[src/rtl/lms_dsp_pkg.sv]
// Shared definitions for the lms_dsp receive path: sample width, error bit
// positions on the FIR sink stream, and the I/Q pairing FSM states.
package lms_dsp_pkg;

  localparam int SAMPLE_W     = 12;
  localparam int ERR_W        = 2;
  localparam int ERR_MISALIGN = 0;
  localparam int ERR_SAT      = 1;

  typedef enum logic {
    IDLE   = 1'b0,
    HAVE_I = 1'b1
  } pair_state_t;

endpackage

[src/rtl/lms_rx_iq_formatter_if.sv]
// Sample-in / pair-out bus of the RX I/Q formatter. The master side is the
// LMS7 RX interface plus the FIR sink it feeds; the slave side is the formatter.
interface lms_rx_iq_formatter_if
  import lms_dsp_pkg::*;
#(
  parameter int W = SAMPLE_W
);

  logic [W-1:0]     diq_data;
  logic             diq_iqsel;
  logic             diq_valid;
  logic [2*W-1:0]   src_data;
  logic             src_valid;
  logic [ERR_W-1:0] src_error;

  modport master (
    output diq_data, diq_iqsel, diq_valid,
    input  src_data, src_valid, src_error
  );

  modport slave (
    input  diq_data, diq_iqsel, diq_valid,
    output src_data, src_valid, src_error
  );

endinterface

[src/rtl/lms_rx_dc_remover.sv]
// One channel of DC removal: a leaky integrator tracks the mean with time
// constant 2^K pairs, and the registered sample minus that estimate is
// saturated back to W bits. Stage 1 is registered here; the subtract/saturate
// result is combinational so the caller registers it as stage 2.
// The reset port is active-low and asynchronous, like the rest of the path.
module lms_rx_dc_remover
  import lms_dsp_pkg::*;
#(
  parameter int W = SAMPLE_W,
  parameter int K = 10
) (
  input  logic                clk,
  input  logic                reset,
  input  logic                en,
  input  logic signed [W-1:0] x,
  input  logic                x_valid,
  output logic signed [W-1:0] y,
  output logic                sat
);

  localparam int AW = W + K;

  logic signed [AW-1:0] acc;
  logic signed [AW-1:0] acc_sum;
  logic signed [W-1:0]  dc_now;
  logic signed [W-1:0]  x_s1;
  logic signed [W-1:0]  dc_s1;
  logic                 v_s1;
  logic signed [W:0]    diff;
  logic                 clip;

  // DC estimate is the accumulator's top W bits; the leaky update stays
  // inside AW bits for any W-bit input, so modular AW-bit math is exact.
  always_comb begin
    dc_now  = acc[AW-1:K];
    acc_sum = acc + $signed({{K{x[W-1]}}, x}) - $signed({{K{dc_now[W-1]}}, dc_now});
  end

  // Stage 1: capture the sample with the estimate it must be corrected by,
  // and advance (or clear, when bypassed) the integrator once per pair.
  always_ff @(posedge clk or negedge reset) begin
    if (!reset) begin
      acc   <= '0;
      x_s1  <= '0;
      dc_s1 <= '0;
      v_s1  <= 1'b0;
    end else begin
      v_s1 <= x_valid;
      if (x_valid) begin
        x_s1 <= x;
        if (en) begin
          acc   <= acc_sum;
          dc_s1 <= dc_now;
        end else begin
          acc   <= '0;
          dc_s1 <= '0;
        end
      end
    end
  end

  // Subtract with one guard bit and clamp to the W-bit two's complement range.
  always_comb begin
    diff = {x_s1[W-1], x_s1} - {dc_s1[W-1], dc_s1};
    clip = diff[W] ^ diff[W-1];
    if (!clip) begin
      y = diff[W-1:0];
    end else if (diff[W]) begin
      y = {1'b1, {(W-1){1'b0}}};
    end else begin
      y = {1'b0, {(W-1){1'b1}}};
    end
    sat = v_s1 & clip;
  end

endmodule

[src/rtl/lms_rx_iq_formatter.sv]
// RX front end: pairs interleaved I/Q samples, optionally removes DC per
// channel, decimates by cfg_decim_m1+1 and drives the 24-bit FIR sink stream
// with sticky misalignment / saturation flags. Q-in to src_valid is 2 cycles.
module lms_rx_iq_formatter
  import lms_dsp_pkg::pair_state_t, lms_dsp_pkg::IDLE, lms_dsp_pkg::HAVE_I,
         lms_dsp_pkg::ERR_MISALIGN, lms_dsp_pkg::ERR_SAT;
#(
  parameter int SAMPLE_W = 12,
  parameter int DC_SHIFT = 10
) (
  input  logic                  clk_clk,
  input  logic                  reset_reset_n,
  lms_rx_iq_formatter_if.slave  iq,
  input  logic                  cfg_dc_en,
  input  logic [3:0]            cfg_decim_m1
);

  localparam int PAIR_W = 2 * SAMPLE_W;

  pair_state_t                state;
  pair_state_t                state_next;
  logic                       store_i;
  logic                       pair_done;
  logic                       misalign_evt;
  logic signed [SAMPLE_W-1:0] i_hold;

  logic [3:0]                 dcnt;
  logic [3:0]                 dcnt_eff;
  logic [3:0]                 dcnt_next;
  logic                       keep_now;
  logic                       keep_s1;

  logic signed [SAMPLE_W-1:0] y_i;
  logic signed [SAMPLE_W-1:0] y_q;
  logic                       sat_i;
  logic                       sat_q;

  logic [1:0]                 err_evt;
  logic [1:0]                 sticky;
  logic [PAIR_W-1:0]          src_data_r;
  logic                       src_valid_r;
  logic [1:0]                 src_error_r;

  // Pairing FSM state register; reset drops any half-built pair.
  always_ff @(posedge clk_clk or negedge reset_reset_n) begin
    if (!reset_reset_n) begin
      state <= IDLE;
    end else begin
      state <= state_next;
    end
  end

  // Any I leads to HAVE_I (a repeated I replaces the held one), any Q back to IDLE.
  always_comb begin
    state_next = state;
    if (iq.diq_valid) begin
      state_next = iq.diq_iqsel ? IDLE : HAVE_I;
    end
  end

  // Pairing actions: latch I, complete a pair, or flag a sample out of order.
  always_comb begin
    store_i      = iq.diq_valid & ~iq.diq_iqsel;
    pair_done    = iq.diq_valid &  iq.diq_iqsel & (state == HAVE_I);
    misalign_evt = iq.diq_valid & (iq.diq_iqsel ? (state == IDLE) : (state == HAVE_I));
  end

  // Hold the most recent I until its Q shows up.
  always_ff @(posedge clk_clk or negedge reset_reset_n) begin
    if (!reset_reset_n) begin
      i_hold <= '0;
    end else if (store_i) begin
      i_hold <= iq.diq_data;
    end
  end

  lms_rx_dc_remover #(
    .W (SAMPLE_W),
    .K (DC_SHIFT)
  ) u_dc_i (
    .clk     (clk_clk),
    .reset   (reset_reset_n),
    .en      (cfg_dc_en),
    .x       (i_hold),
    .x_valid (pair_done),
    .y       (y_i),
    .sat     (sat_i)
  );

  lms_rx_dc_remover #(
    .W (SAMPLE_W),
    .K (DC_SHIFT)
  ) u_dc_q (
    .clk     (clk_clk),
    .reset   (reset_reset_n),
    .en      (cfg_dc_en),
    .x       ($signed(iq.diq_data)),
    .x_valid (pair_done),
    .y       (y_q),
    .sat     (sat_q)
  );

  // A ratio lowered below the running count restarts the count on this pair.
  always_comb begin
    dcnt_eff  = (dcnt > cfg_decim_m1) ? 4'd0 : dcnt;
    keep_now  = (dcnt_eff == 4'd0);
    dcnt_next = (dcnt_eff == cfg_decim_m1) ? 4'd0 : dcnt_eff + 4'd1;
  end

  // Decimation counter advances per completed pair; keep_s1 travels with stage 1.
  always_ff @(posedge clk_clk or negedge reset_reset_n) begin
    if (!reset_reset_n) begin
      dcnt    <= '0;
      keep_s1 <= 1'b0;
    end else begin
      keep_s1 <= pair_done & keep_now;
      if (pair_done) begin
        dcnt <= dcnt_next;
      end
    end
  end

  // Error events raised this cycle, from the pairing logic or either channel.
  always_comb begin
    err_evt               = '0;
    err_evt[ERR_MISALIGN] = misalign_evt;
    err_evt[ERR_SAT]      = sat_i | sat_q;
  end

  // Stage 2 output: an output beat reports flags gathered before it and
  // restarts collection with this cycle's events.
  always_ff @(posedge clk_clk or negedge reset_reset_n) begin
    if (!reset_reset_n) begin
      src_data_r  <= '0;
      src_valid_r <= 1'b0;
      src_error_r <= '0;
      sticky      <= '0;
    end else begin
      src_valid_r <= keep_s1;
      if (keep_s1) begin
        src_data_r  <= {y_i, y_q};
        src_error_r <= sticky;
        sticky      <= err_evt;
      end else begin
        sticky      <= sticky | err_evt;
      end
    end
  end

  assign iq.src_data  = src_data_r;
  assign iq.src_valid = src_valid_r;
  assign iq.src_error = src_error_r;

endmodule

[src/flat_wrapper.sv]
// flat-port wrapper written by rule: the top's interface ports become plain ports
module lms_rx_iq_formatter_flat import lms_dsp_pkg::pair_state_t, lms_dsp_pkg::IDLE, lms_dsp_pkg::HAVE_I,
         lms_dsp_pkg::ERR_MISALIGN, lms_dsp_pkg::ERR_SAT; import lms_dsp_pkg::*;
#(
  parameter int SAMPLE_W = 12,
  parameter int DC_SHIFT = 10
)
  (clk_clk, reset_reset_n, cfg_dc_en, cfg_decim_m1, iq_diq_data, iq_diq_iqsel, iq_diq_valid, iq_src_data, iq_src_valid, iq_src_error);
  lms_rx_iq_formatter_if #(.W(12)) iq_i ();
  input  logic clk_clk;
  input  logic reset_reset_n;
  input  logic cfg_dc_en;
  input  logic [3:0] cfg_decim_m1;
  input wire logic [$bits(iq_i.diq_data)-1:0] iq_diq_data;
  input wire logic [$bits(iq_i.diq_iqsel)-1:0] iq_diq_iqsel;
  input wire logic [$bits(iq_i.diq_valid)-1:0] iq_diq_valid;
  output wire logic [$bits(iq_i.src_data)-1:0] iq_src_data;
  output wire logic [$bits(iq_i.src_valid)-1:0] iq_src_valid;
  output wire logic [$bits(iq_i.src_error)-1:0] iq_src_error;
  assign iq_i.diq_data = iq_diq_data;
  assign iq_i.diq_iqsel = iq_diq_iqsel;
  assign iq_i.diq_valid = iq_diq_valid;
  assign iq_src_data = iq_i.src_data;
  assign iq_src_valid = iq_i.src_valid;
  assign iq_src_error = iq_i.src_error;
  lms_rx_iq_formatter #(.SAMPLE_W(SAMPLE_W), .DC_SHIFT(DC_SHIFT)) u_core (.clk_clk(clk_clk), .reset_reset_n(reset_reset_n), .iq(iq_i), .cfg_dc_en(cfg_dc_en), .cfg_decim_m1(cfg_decim_m1));
endmodule
[config.mk]
export PLATFORM = sky130hd
export DESIGN_NAME = lms_rx_iq_formatter_flat
export DESIGN_NICKNAME = d
export VERILOG_FILES = /design/src/rtl/lms_dsp_pkg.sv /design/src/rtl/lms_rx_iq_formatter_if.sv /design/src/rtl/lms_rx_dc_remover.sv /design/src/rtl/lms_rx_iq_formatter.sv /design/src/flat_wrapper.sv
export SDC_FILE = /design/constraint.sdc
export NUM_CORES = 1
export LEC_CHECK = 0
export CELL_PAD_IN_SITES_DETAIL_PLACEMENT = 2
export CELL_PAD_IN_SITES_GLOBAL_PLACEMENT = 2
export CORE_ASPECT_RATIO = 1.2
export CORE_UTILIZATION = 39
export DETAILED_ROUTE_END_ITERATION = 8
export PLACE_DENSITY = 0.82
export SYNTH_ARGS = -nofsm -noshare
export SYNTH_HDL_FRONTEND = slang
export SYNTH_SLANG_ARGS = --single-unit
[constraint.sdc]
create_clock -name clk_clk -period 4.34 [get_ports clk_clk]
set_clock_uncertainty 0.05 [all_clocks]
set_input_delay 1.302 -clock clk_clk [delete_from_list [all_inputs] [get_ports clk_clk]]
set_output_delay 1.302 -clock clk_clk [all_outputs]
set_load 0.05 [all_outputs]
==> run_results.csv <==
group,metric,value,unit
logic_synthesis,syn_avg_cell_area,8.85,um^2
clock_network,cts_buffers,17,
worst_setup_path,cp_max_fo,3,
logic_synthesis,yosysUniqueCellTypes,65,
layout,syn2layout_area_growth,21.2,%
detailed_routing,drtIter0Drc,396,
detailed_routing,drc,0,
sta,hold_viol,0,
clock_network,cts_max_level,4,
grt,grt_max_degree,93,
layout,finish.instance_area,0.0122,mm^2
worst_setup_path,cp-start-kind,"input port",
clock_network,clock_latency,0.46,ns
grt,grt_antenna_before_repair,1,
worst_setup_path,crit_arrival,4.58,ns
sta,slew_viol_final,0,
logic_synthesis,synth_nets,1273,
worst_setup_path,slowest_delay,0.57,ns
layout,antenna_cells,0,
die,num_rows,63,
worst_setup_path,rr_worst_depth,12,
worst_setup_path,regToRegSetupSlack,0.70,ns
worst_setup_path,r2r-end,"u_core.u_dc_i.acc[21]$_DFFE_PN0P_",
worst_setup_path,critPathBufInv,4,
logic_synthesis,netlist_area,0.0100,mm^2
worst_setup_path,crit_end,"u_core.u_dc_q.acc[15]$_DFFE_PN0P_",
worst_setup_path,cp_data_required_time,4.63,ns
placed_design,dp_slack,-0.570,ns
detailed_routing,ant_nets,0,
die,die_x,148,um
logic_synthesis,ys_async_sr_fraction,100,%
worst_setup_path,crit-reg2reg-launch,"u_core.i_hold[11]$_DFFE_PN0P_",
outcome,outcome,"complete, no violations",
layout,n_fill_cell,2638,
sta,setup_ws,0.0437,ns
logic_synthesis,synth.largest_area_cell,"dfrtp_1",
die,io-pin-count,48,
placed_design,dp_hpwl,26000,um
placed_design,placed_area,0.0114,mm^2
clock_network,cts.sink_count,140,
run,maxCapViolations,0,
die,die_y,178,um
logic_synthesis,synth.top_cells.by_area,"dfrtp_1 35%, ha_1 9.4%, fa_1 8.8%, inv_1 7.9%, o21ai_0 5.3%",
placed_design,io_buffers,47,
layout,fin_cells,1578,
logic_synthesis,yosys.area.top_type_share,34.9,%
detailed_routing,wire_per_inst,25.1,um
worst_setup_path,path_cells,"clkdlybuf4s50_1, inv_1, fa_1, inv_1, ha_1, buf_4, a21oi_1, o21ai_1, a31oi_1, o21ai_0, a21oi_1, xnor2_1, o22ai_1",
grt,grt_pass1_vias,10700,
sta,max_freq,233,MHz
sta,max_slew_margin,41.7,%
worst_hold_path,min-delay-path-class,"reg -> reg",
worst_setup_path,cp_num_cells,13,
die,start_util,40.1,%
detailed_routing,routed_via_density,5.74,
layout,nets,1380,
logic_synthesis,syn_inst,1133,
worst_setup_path,crit_path_start,"iq_diq_data[5]",
layout,drive_gt1_share,11.8,%
clock_network,cts_max_path_buffers,2,
sta,fin_crit,4.30,ns
worst_setup_path,critPathKind,"in -> reg",
placed_design,gp_congestion,0.825,
logic_synthesis,ys_seq_area_share,34.9,%
logic_synthesis,ys_warn_count,0,
detailed_routing,drt-total-wl,39600,um
detailed_routing,vias,9052,
logic_synthesis,synth_edf_count,0,
placed_design,placedCellCount,1543,
worst_setup_path,crit_family,"compound AO/OA/AOI/OAI gates",
worst_setup_path,end_kind,"flip-flop",
logic_synthesis,yosys_register_bits,140,
sta,setup_violations,0,
logic_synthesis,synth_ff_type,"dfrtp_1",
sta,hold-worst-slack,0.447,ns
clock_network,cts_root_buf,"clkbuf_16",
die,die_area,0.0264,mm^2
clock_network,cts_tree,"yes",
worst_setup_path,slowest_stage,"clkdlybuf4s50_1",
grt,track_usage,31.5,%
grt,grt-ovfl-total,0,
clock_network,path_clk_slew,0.08,ns
grt,grt_pass1_wl,62600,um
sta,fin_crit_sh,99.0,%
die,core-area,0.0250,mm^2
sta,worst_pin_slew,0.864,ns
detailed_routing,drtPass1Iterations,4,
## logic make-up after synthesis
family          count (synthesis)  synth area share [%]
compound gates                332                  21.0
buf+inv                       255                  9.81
simple gates                  229                  11.0
flops                         140                  34.9
fa+ha+maj                     119                  18.1
xor+xnor                       54                  4.72
mux                             4                 0.424
## routing by layer
layer | global-route usage, % | wire length [um]
met1 | 36.0 | 15700
met2 | 57.1 | 20900
met3 | 4.76 | 1270
met4 | 15.4 | 1780
met5 | 0 | 10
## per-stage QoR
stage	TNS, ns	util [%]
floorplan	0	-
global placement	-2.19	45.5
CTS	0	48.5
finish	0	48.6
detailed placement	-3.99	45.5
global route	-0.169	48.6
## placed cells by master, fill, tap and decap left out, drive strengths merged, types with 12 or more instances in the layout
cell type	n
a21o	25
a21oi	69
buf	87
clkbuf	18
clkdlybuf4s50	45
dfrtp	140
fa	44
ha	75
inv	212
nand2	78
nand3	56
nor2	35
o211ai	20
o21a	12
o21ai	113
o22ai	28
xnor2	23
xor2	31
## repair_timing
item                       in CTS  in global routing
setup endpoints to repair       4                  5
pin swaps                       2                  7
gates resized for setup         4                  8
buffers inserted                2                  1
hold buffers                    0                  0
## worst reg2reg max path, stage by stage (launching register included)
cell and delay (ns):
dfrtp_1 0.41, inv_1 0.52, fa_1 0.55, inv_1 0.09, ha_1 0.31, and2_1 0.21
nand3_1 0.14, o221ai_1 0.14, a31o_2 0.28, a21boi_0 0.37, o21ai_0 0.20, mux2i_1 0.18
nand3_1 0.09
## cell usage after synthesis, types with 7 or more instances
cell      instances
inv_1           210
dfrtp_1         140
o21ai_0         106
nand2_1          78
ha_1             75
a21oi_1          69
nand3_1          56
fa_1             44
nor2_1           35
clkbuf_1         33
xor2_1           31
o22ai_1          28
a21o_1           25
xnor2_1          23
o211ai_1         19
o21a_1           12
a31oi_1          10
and3_1           10
nor3_1            9
a211oi_1          8
a211o_1           7
## registers in the layout, indices dropped and copies added, names as in the netlist, 2 cells and up
signal / flops
u_core.u_dc_q.x_s1: 12
u_core.u_dc_i.acc: 22
u_core.iq.src_error: 2
u_core.u_dc_i.dc_s1: 12
u_core.dcnt: 4
u_core.sticky: 2
u_core.u_dc_q.acc: 22
u_core.iq.src_data: 24
u_core.i_hold: 12
u_core.u_dc_q.dc_s1: 12
u_core.u_dc_i.x_s1: 12
## worst min path at each step
| stage | depth (start not counted) | end | from |
|---|---|---|---|
| after floorplan | 0 | u_core.iq.src_valid$_DFF_PN0_ | u_core.keep_s1$_DFF_PN0_ |
| after global placement | 1 | u_core.sticky[1]$_DFF_PN0_ | u_core.u_dc_i.v_s1$_DFF_PN0_ |
| after detailed placement | 2 | u_core.u_dc_i.acc[0]$_DFFE_PN0P_ | u_core.u_dc_i.acc[0]$_DFFE_PN0P_ |
| after CTS | 1 | u_core.iq.src_data[23]$_DFFE_PN0P_ | u_core.iq.src_data[23]$_DFFE_PN0P_ |
| after global routing | 1 | u_core.iq.src_error[1]$_DFFE_PN0P_ | u_core.iq.src_error[1]$_DFFE_PN0P_ |
| final | 1 | u_core.iq.src_data[23]$_DFFE_PN0P_ | u_core.iq.src_data[23]$_DFFE_PN0P_ |
## cell type report
class                   instances  area (um^2)  area share [%]
multi-input cells             738         5570            45.8
clock buffers                  18          439            3.61
repair buffers                133         1160            9.53
inverters                     210          788            6.49
flip-flops and latches        140         3500            28.8
clock inverters                14          287            2.36
well taps                     325          407            3.35
Power is not shown: default switching activity piles up to over one toggle a cycle in this logic, so the estimate is an artifact.
